===== config.mk =====
export PLATFORM = sky130hd
export DESIGN_NAME = serial_tx_arbiter
export DESIGN_NICKNAME = d
export VERILOG_FILES = /design/src/rtl/serial_tx_arbiter.sv
export SDC_FILE = /design/constraint.sdc
export NUM_CORES = 1
export LEC_CHECK = 0
export ABC_AREA = 0
export ABC_CLOCK_PERIOD_IN_PS = 4150
export CAP_MARGIN = 30
export CORE_MARGIN = 4
export CORE_UTILIZATION = 39
export DETAILED_ROUTE_END_ITERATION = 10
export GPL_TIMING_DRIVEN = 0
export PLACE_DENSITY = 0.87
export SLEW_MARGIN = 20
export SYNTH_ARGS = -nofsm -noshare
export SYNTH_HDL_FRONTEND = slang
export SYNTH_SLANG_ARGS = --single-unit

===== constraint.sdc =====
create_clock -name clk -period 4.15 [get_ports clk]
set_input_delay 0.83 -clock clk [delete_from_list [all_inputs] [get_ports clk]]
set_output_delay 0.83 -clock clk [all_outputs]
set_load 0.005 [all_outputs]

===== src/rtl/serial_tx_arbiter.sv =====
// ---------------------------------------------------------------------------------------------
// serial_tx_arbiter
//
// Round-robin arbiter that lets several packet producers share one serial TX packager. It sits
// between the requesters and the packager's data/ce/busy inputs. It issues single-cycle push
// strobes, never pushes while the packager reports busy, and limits every grant to MaxBurst
// consecutive packets so that one requester cannot starve the others.
//
// Ports
//   clk       in   clock, all logic on the rising edge
//   rst       in   synchronous reset, active low (0 = reset)
//   req       in   per-requester request, held high until acknowledged
//   data      in   packed packets, requester i at [i*PacketWidth +: PacketWidth]
//   ack       out  one-cycle pulse, packet of the flagged requester was accepted
//   grant_id  out  index of the currently granted requester
//   active    out  high while the arbiter is not idle
//   tx_ce     out  one-cycle push strobe to the packager
//   tx_data   out  packet to the packager, valid while tx_ce is high
//   tx_busy   in   packager queue full, no push is issued while high
//
// Every grant walks IDLE -> SEND -> PUSH (-> SEND -> PUSH ...) -> IDLE. A push is decided in
// SEND and becomes visible on tx_ce/ack during PUSH, so the sustained rate is one packet per
// two clocks and tx_busy seen in SEND already accounts for the previous push.
// ---------------------------------------------------------------------------------------------
module serial_tx_arbiter #(
    parameter int unsigned IdWidth     = 2,
    parameter int unsigned PacketWidth = 32,
    parameter int unsigned MaxBurst    = 4
) (
    input  logic                                clk,
    input  logic                                rst,
    input  logic [(2**IdWidth)-1:0]             req,
    input  logic [(2**IdWidth)*PacketWidth-1:0] data,
    output logic [(2**IdWidth)-1:0]             ack,
    output logic [IdWidth-1:0]                  grant_id,
    output logic                                active,
    output logic                                tx_ce,
    output logic [PacketWidth-1:0]              tx_data,
    input  logic                                tx_busy
);

    localparam int unsigned Requesters = 2 ** IdWidth;
    localparam int unsigned BurstWidth = $clog2(MaxBurst + 1);

    typedef enum logic [1:0] {
        StIdle,
        StSend,
        StPush
    } state_e;

    // -----------------------------------------------------------------------------------------
    // State and registered outputs
    // -----------------------------------------------------------------------------------------
    state_e                  state_q, state_d;
    logic [IdWidth-1:0]      grant_q, grant_d;
    logic [IdWidth-1:0]      last_q, last_d;
    logic [BurstWidth-1:0]   burst_q, burst_d;
    logic [Requesters-1:0]   ack_q, ack_d;
    logic                    tx_ce_q, tx_ce_d;
    logic [PacketWidth-1:0]  tx_data_q, tx_data_d;
    logic                    active_q, active_d;

    // -----------------------------------------------------------------------------------------
    // Helper decodes
    // -----------------------------------------------------------------------------------------
    logic [PacketWidth-1:0]  data_arr [Requesters];
    logic [IdWidth-1:0]      pick_id;
    logic                    pick_valid;
    logic                    req_granted;
    logic                    burst_open;
    logic                    push;

    for (genvar gi = 0; gi < Requesters; gi++) begin : g_unpack
        assign data_arr[gi] = data[gi*PacketWidth +: PacketWidth];
    end

    // Search starts one past the last served requester; the IdWidth-bit add wraps naturally,
    // so the final probe (k = Requesters) lands on last_q itself.
    always_comb begin
        logic [IdWidth-1:0] idx;
        pick_id    = '0;
        pick_valid = 1'b0;
        idx        = '0;
        for (int unsigned k = 1; k <= Requesters; k++) begin
            idx = last_q + IdWidth'(k);
            if (!pick_valid && req[idx]) begin
                pick_id    = idx;
                pick_valid = 1'b1;
            end
        end
    end

    assign req_granted = req[grant_q];
    assign burst_open  = (burst_q < BurstWidth'(MaxBurst));
    assign push        = (state_q == StSend) && req_granted && !tx_busy;

    // -----------------------------------------------------------------------------------------
    // FSM: state register
    // -----------------------------------------------------------------------------------------
    always_ff @(posedge clk) begin
        if (!rst) begin
            state_q <= StIdle;
        end else begin
            state_q <= state_d;
        end
    end

    // -----------------------------------------------------------------------------------------
    // FSM: next state
    // -----------------------------------------------------------------------------------------
    always_comb begin
        state_d = state_q;
        unique case (state_q)
            StIdle: begin
                if (pick_valid) begin
                    state_d = StSend;
                end
            end
            StSend: begin
                // A withdrawn request ends the grant; a busy packager just holds us here and
                // other requesters cannot preempt.
                if (!req_granted) begin
                    state_d = StIdle;
                end else if (!tx_busy) begin
                    state_d = StPush;
                end
            end
            StPush: begin
                if (req_granted && burst_open) begin
                    state_d = StSend;
                end else begin
                    state_d = StIdle;
                end
            end
            default: begin
                state_d = StIdle;
            end
        endcase
    end

    // -----------------------------------------------------------------------------------------
    // FSM: grant bookkeeping and registered outputs
    // -----------------------------------------------------------------------------------------
    always_comb begin
        grant_d   = grant_q;
        last_d    = last_q;
        burst_d   = burst_q;
        ack_d     = '0;
        tx_ce_d   = 1'b0;
        tx_data_d = tx_data_q;
        active_d  = (state_d != StIdle);

        unique case (state_q)
            StIdle: begin
                if (pick_valid) begin
                    grant_d = pick_id;
                    burst_d = '0;
                end
            end
            StSend: begin
                if (!req_granted) begin
                    last_d = grant_q;
                end else if (!tx_busy) begin
                    burst_d = burst_q + BurstWidth'(1);
                end
            end
            StPush: begin
                if (!(req_granted && burst_open)) begin
                    last_d = grant_q;
                end
            end
            default: begin
                last_d = grant_q;
            end
        endcase

        // The packet is captured in the same cycle the push is decided, so the packager sees
        // exactly the data presented alongside the request in SEND.
        if (push) begin
            tx_ce_d        = 1'b1;
            ack_d[grant_q] = 1'b1;
            tx_data_d      = data_arr[grant_q];
        end
    end

    always_ff @(posedge clk) begin
        if (!rst) begin
            grant_q   <= '0;
            last_q    <= IdWidth'(Requesters - 1);
            burst_q   <= '0;
            ack_q     <= '0;
            tx_ce_q   <= 1'b0;
            tx_data_q <= '0;
            active_q  <= 1'b0;
        end else begin
            grant_q   <= grant_d;
            last_q    <= last_d;
            burst_q   <= burst_d;
            ack_q     <= ack_d;
            tx_ce_q   <= tx_ce_d;
            tx_data_q <= tx_data_d;
            active_q  <= active_d;
        end
    end

    assign ack      = ack_q;
    assign grant_id = grant_q;
    assign active   = active_q;
    assign tx_ce    = tx_ce_q;
    assign tx_data  = tx_data_q;

endmodule


==> flow_metrics.py <==
metrics = {
    "run_status": {
        "status": "finished, final reports clean",
    },
    "critical_path": {
        "r2r_slack_ns": 2.32,
        "worstPathArrival_ns": 2.59,
        "ff2ff_path_depth": 5,
        "crit_path_end_kind": "register",
        "r2r-end": "tx_data[15]",
        "cp-start-kind": "primary input",
        "r2r_start": "grant_id[0]",
        "critPathRequiredTime_ns": 4.35,
        "crit_fanout": 10,
        "critPathKind": "in2reg",
    },
    "hold_path": {
        "worstHoldEndpoint": "tx_data[17]",
        "whs_path_depth": 2,
        "worstHoldPathType": "reg2reg",
        "min-delay-start": "tx_data[17]",
    },
    "route": {
        "drtIter0Drc": 64,
        "wl_met3_um": 635,
        "routed_wl_mm": 8.53,
        "detail-route-antenna-nets": 0,
        "avgRoutedWirePerCell_um": 16.7,
        "drc_errors": 0,
        "firstDrtPassIters": 4,
        "vias": 2675,
        "wl_met1_mm": 3.10,
        "top_layer_used": "met4",
        "viasPerCell": 5.23,
        "wl_met2_mm": 4.65,
    },
    "power_and_ir_drop": {
        "power.leakage_nw": 1.62,
        "internal_power_mw": 0.920,
        "power_frac_seq_pct": 39.8,
        "power.switching_mw": 0.311,
        "power_frac_comb_pct": 32.9,
        "powerDensity_nw_per_um2": 269,
        "clkPwrFrac_pct": 27.3,
        "ir_drop_v": 0.000228,
        "switching_share_pct": 25.2,
    },
    "synth": {
        "ys_seq_area_share_pct": 36.0,
        "synth_top_family_by_area": "multiplexers",
        "syn_nets": 387,
        "synth_xor_area_share_pct": 0.670,
        "syn_area_per_cell_um2": 10.4,
        "synthTopCellsByArea": "dfxtp_1 36%, mux4_2 28%, nand2_1 11%",
        "yosys.area_share.simple_pct": 15.4,
        "synthAdderAreaFrac_pct": 0.478,
        "syn_area_um2": 2620,
        "syn_inst": 251,
        "synth.area.mux_share_pct": 29.6,
        "synth_compound_area_share_pct": 13.2,
        "yosysWarnings": 0,
        "post-synth-top-area-cell": "dfxtp_1",
        "yosysTopAreaCellShare_pct": 36.0,
        "synth.distinct_cells": 33,
        "ys_ff_latch": 47,
    },
    "finish": {
        "regArea_um2": 941,
        "drive_gt1_share_pct": 12.9,
        "antenna_cells": 0,
        "multi_input_area_um2": 1560,
        "syn_to_final_growth_pct": 74.7,
        "stdcell_area_um2": 4570,
        "final_cell_mix": "174 x clkdlybuf4s50_1, 75 x nand2_1, 47 x dfxtp_1",
        "filler_cell_count": 509,
        "final_common_cell": "clkdlybuf4s50_1",
        "fin_nets": 569,
    },
    "placed_design": {
        "pre_cts_ws_ns": 1.36,
        "hpwl_mm": 7.05,
        "portBuffers": 174,
        "place_congestion": 0.857,
        "dpl_cell_area_um2": 4450,
    },
    "run": {
        "maxCapViolations": 0,
    },
    "timing": {
        "finalClockSkew_ns": 0.00954,
        "setup_viol": 0,
        "slew_headroom_pct": 54.2,
        "rsz0062_at_grt": "no",
        "fin_crit_sh_pct": 57.7,
        "max_freq_mhz": 418,
        "tns_ns": 0,
        "finalCriticalPeriod_ns": 2.39,
        "setup_ws_ns": 1.76,
        "worst_slew_pin_slew_ns": 0.678,
        "slew_viol_final": 0,
        "hold_viol": 0,
    },
    "clock_network": {
        "hold_buffers": 0,
        "clockBufferDepth": 2,
        "post_cts_buffers": 0,
        "cts_tree": "done",
        "clock_latency_ns": 0.30,
        "cts_buffers": 5,
        "htreeDepth": 2,
        "cts-resized-gates": 0,
        "cts_sinks": 47,
        "cts_root_buf": "clkbuf_8",
        "clk_pin_slew_worst_paths_ns": 0.09,
    },
    "die": {
        "dieArea_um2": 8080,
        "die_y_um": 89.9,
        "start_util_pct": 40.7,
        "pin_count": 175,
        "std_cell_rows": 29,
        "die_w_um": 89.9,
        "core_area_um2": 6420,
    },
    "global_route": {
        "grt_overflow": 0,
        "grt_pass1_wl_mm": 14.0,
        "grt_usage_pct": 21.2,
        "grt_start_max_net_pins": 16,
        "antenna_found_initial": 0,
        "grt_pass1_vias": 2760,
    },
}
[Yosys cell counts]
| cell type | count |
|---|---|
| o21ai_0 | 5 |
| nand2_1 | 75 |
| a21boi_1 | 29 |
| dfxtp_1 | 47 |
| o22ai_1 | 1 |
| nand3b_1 | 2 |
| a21oi_1 | 2 |
| a21boi_0 | 6 |
| and3_1 | 3 |
| buf_2 | 6 |
| o41ai_1 | 1 |
| a21o_1 | 1 |
| nand2b_1 | 1 |
| xnor2_1 | 1 |
| buf_1 | 1 |
| inv_1 | 1 |
| o2111ai_1 | 1 |
| buf_6 | 3 |
| clkbuf_1 | 7 |
| nor2b_1 | 2 |
| ha_1 | 1 |
| nand2_2 | 1 |
| nand3_1 | 2 |
| o311a_1 | 1 |
| mux4_2 | 33 |
| nor3b_1 | 3 |
| mux2i_1 | 2 |
| and2_1 | 2 |
| mux2_2 | 1 |
| xor2_1 | 1 |
| o21a_1 | 1 |
| buf_4 | 3 |
| nor2_1 | 5 |
[flip-flops by register name (all words and copies together) (netlist names)]
name,flops
grant_id,2
tx_data,32
ack,4
last_q,2
tx_ce,1
state_q,2
active,1
burst_q,3
[layout make-up]
cell class | instances | share of cell area [%]
Timing Repair Buffer | 175 | 38.2
Multi-Input combinational cell | 183 | 34.0
Tap cell | 77 | 2.11
Buffer | 20 | 2.55
Clock inverter | 3 | 0.958
Sequential cell | 47 | 20.6
Inverter | 1 | 0.0821
Clock buffer | 5 | 1.51
[power groups by stage]
stage	Sequential [mW]	Combinational (mW)	Clock (mW)
2_1_floorplan	0.500	0.197	0
3_3_place_gp	0.499	0.399	0
3_5_place_dp	0.501	0.407	0
4_1_cts	0.490	0.408	0.343
5_1_grt	0.493	0.438	0.356
6_report	0.490	0.405	0.336
[logic make-up after synthesis]
| group | count (synthesis) |
|---|---|
| buf+inv | 21 |
| compound gates | 48 |
| simple gates | 96 |
| fa+ha+maj | 1 |
| flops | 47 |
| mux | 36 |
| xor+xnor | 2 |
[per-stage QoR]
step | hold WS (ns) | std cells | total power, mW | utilization, %
6_report | 0.455 | 511 | 1.23 | 71.2
5_1_grt | 0.475 | 511 | 1.29 | 71.2
4_1_cts | 0.459 | 510 | 1.24 | 71.1
3_5_place_dp | 0.446 | 502 | 0.908 | 69.4
3_3_place_gp | 0.440 | 502 | 0.898 | 69.4
2_1_floorplan | 0.439 | 251 | 0.698 | -
[routing by layer]
| metal | track usage, % | vias up |
|---|---|---|
| met5 | 0 | - |
| met4 | 5.99 | 0 |
| met3 | 5.51 | 16 |
| met2 | 39.2 | 113 |
| met1 | 24.0 | 1278 |
| li1 | - | 1268 |
[how the worst max path moves through the flow]
| stage | from | to | slack (ns) | cells after the start |
|---|---|---|---|---|
| floorplan | req[3] | burst_q[1] | 2.14 | 6 |
| global placement | req[1] | burst_q[1] | 1.42 | 4 |
| detailed placement | req[1] | burst_q[1] | 1.36 | 4 |
| CTS | req[1] | burst_q[1] | 1.67 | 4 |
| global route | req[3] | tx_data[9] | 1.62 | 6 |
| finish | req[3] | tx_data[22] | 1.76 | 7 |
[worst max-delay path, cell delays in order]
cell and delay, ns:
clkdlybuf4s50_1 0.53, mux4_2 0.60, and2_1 0.17, buf_4 0.17, buf_6 0.15, nand2_1 0.07, a21boi_1 0.06
Note: power is estimated with default switching activity, not from simulation.
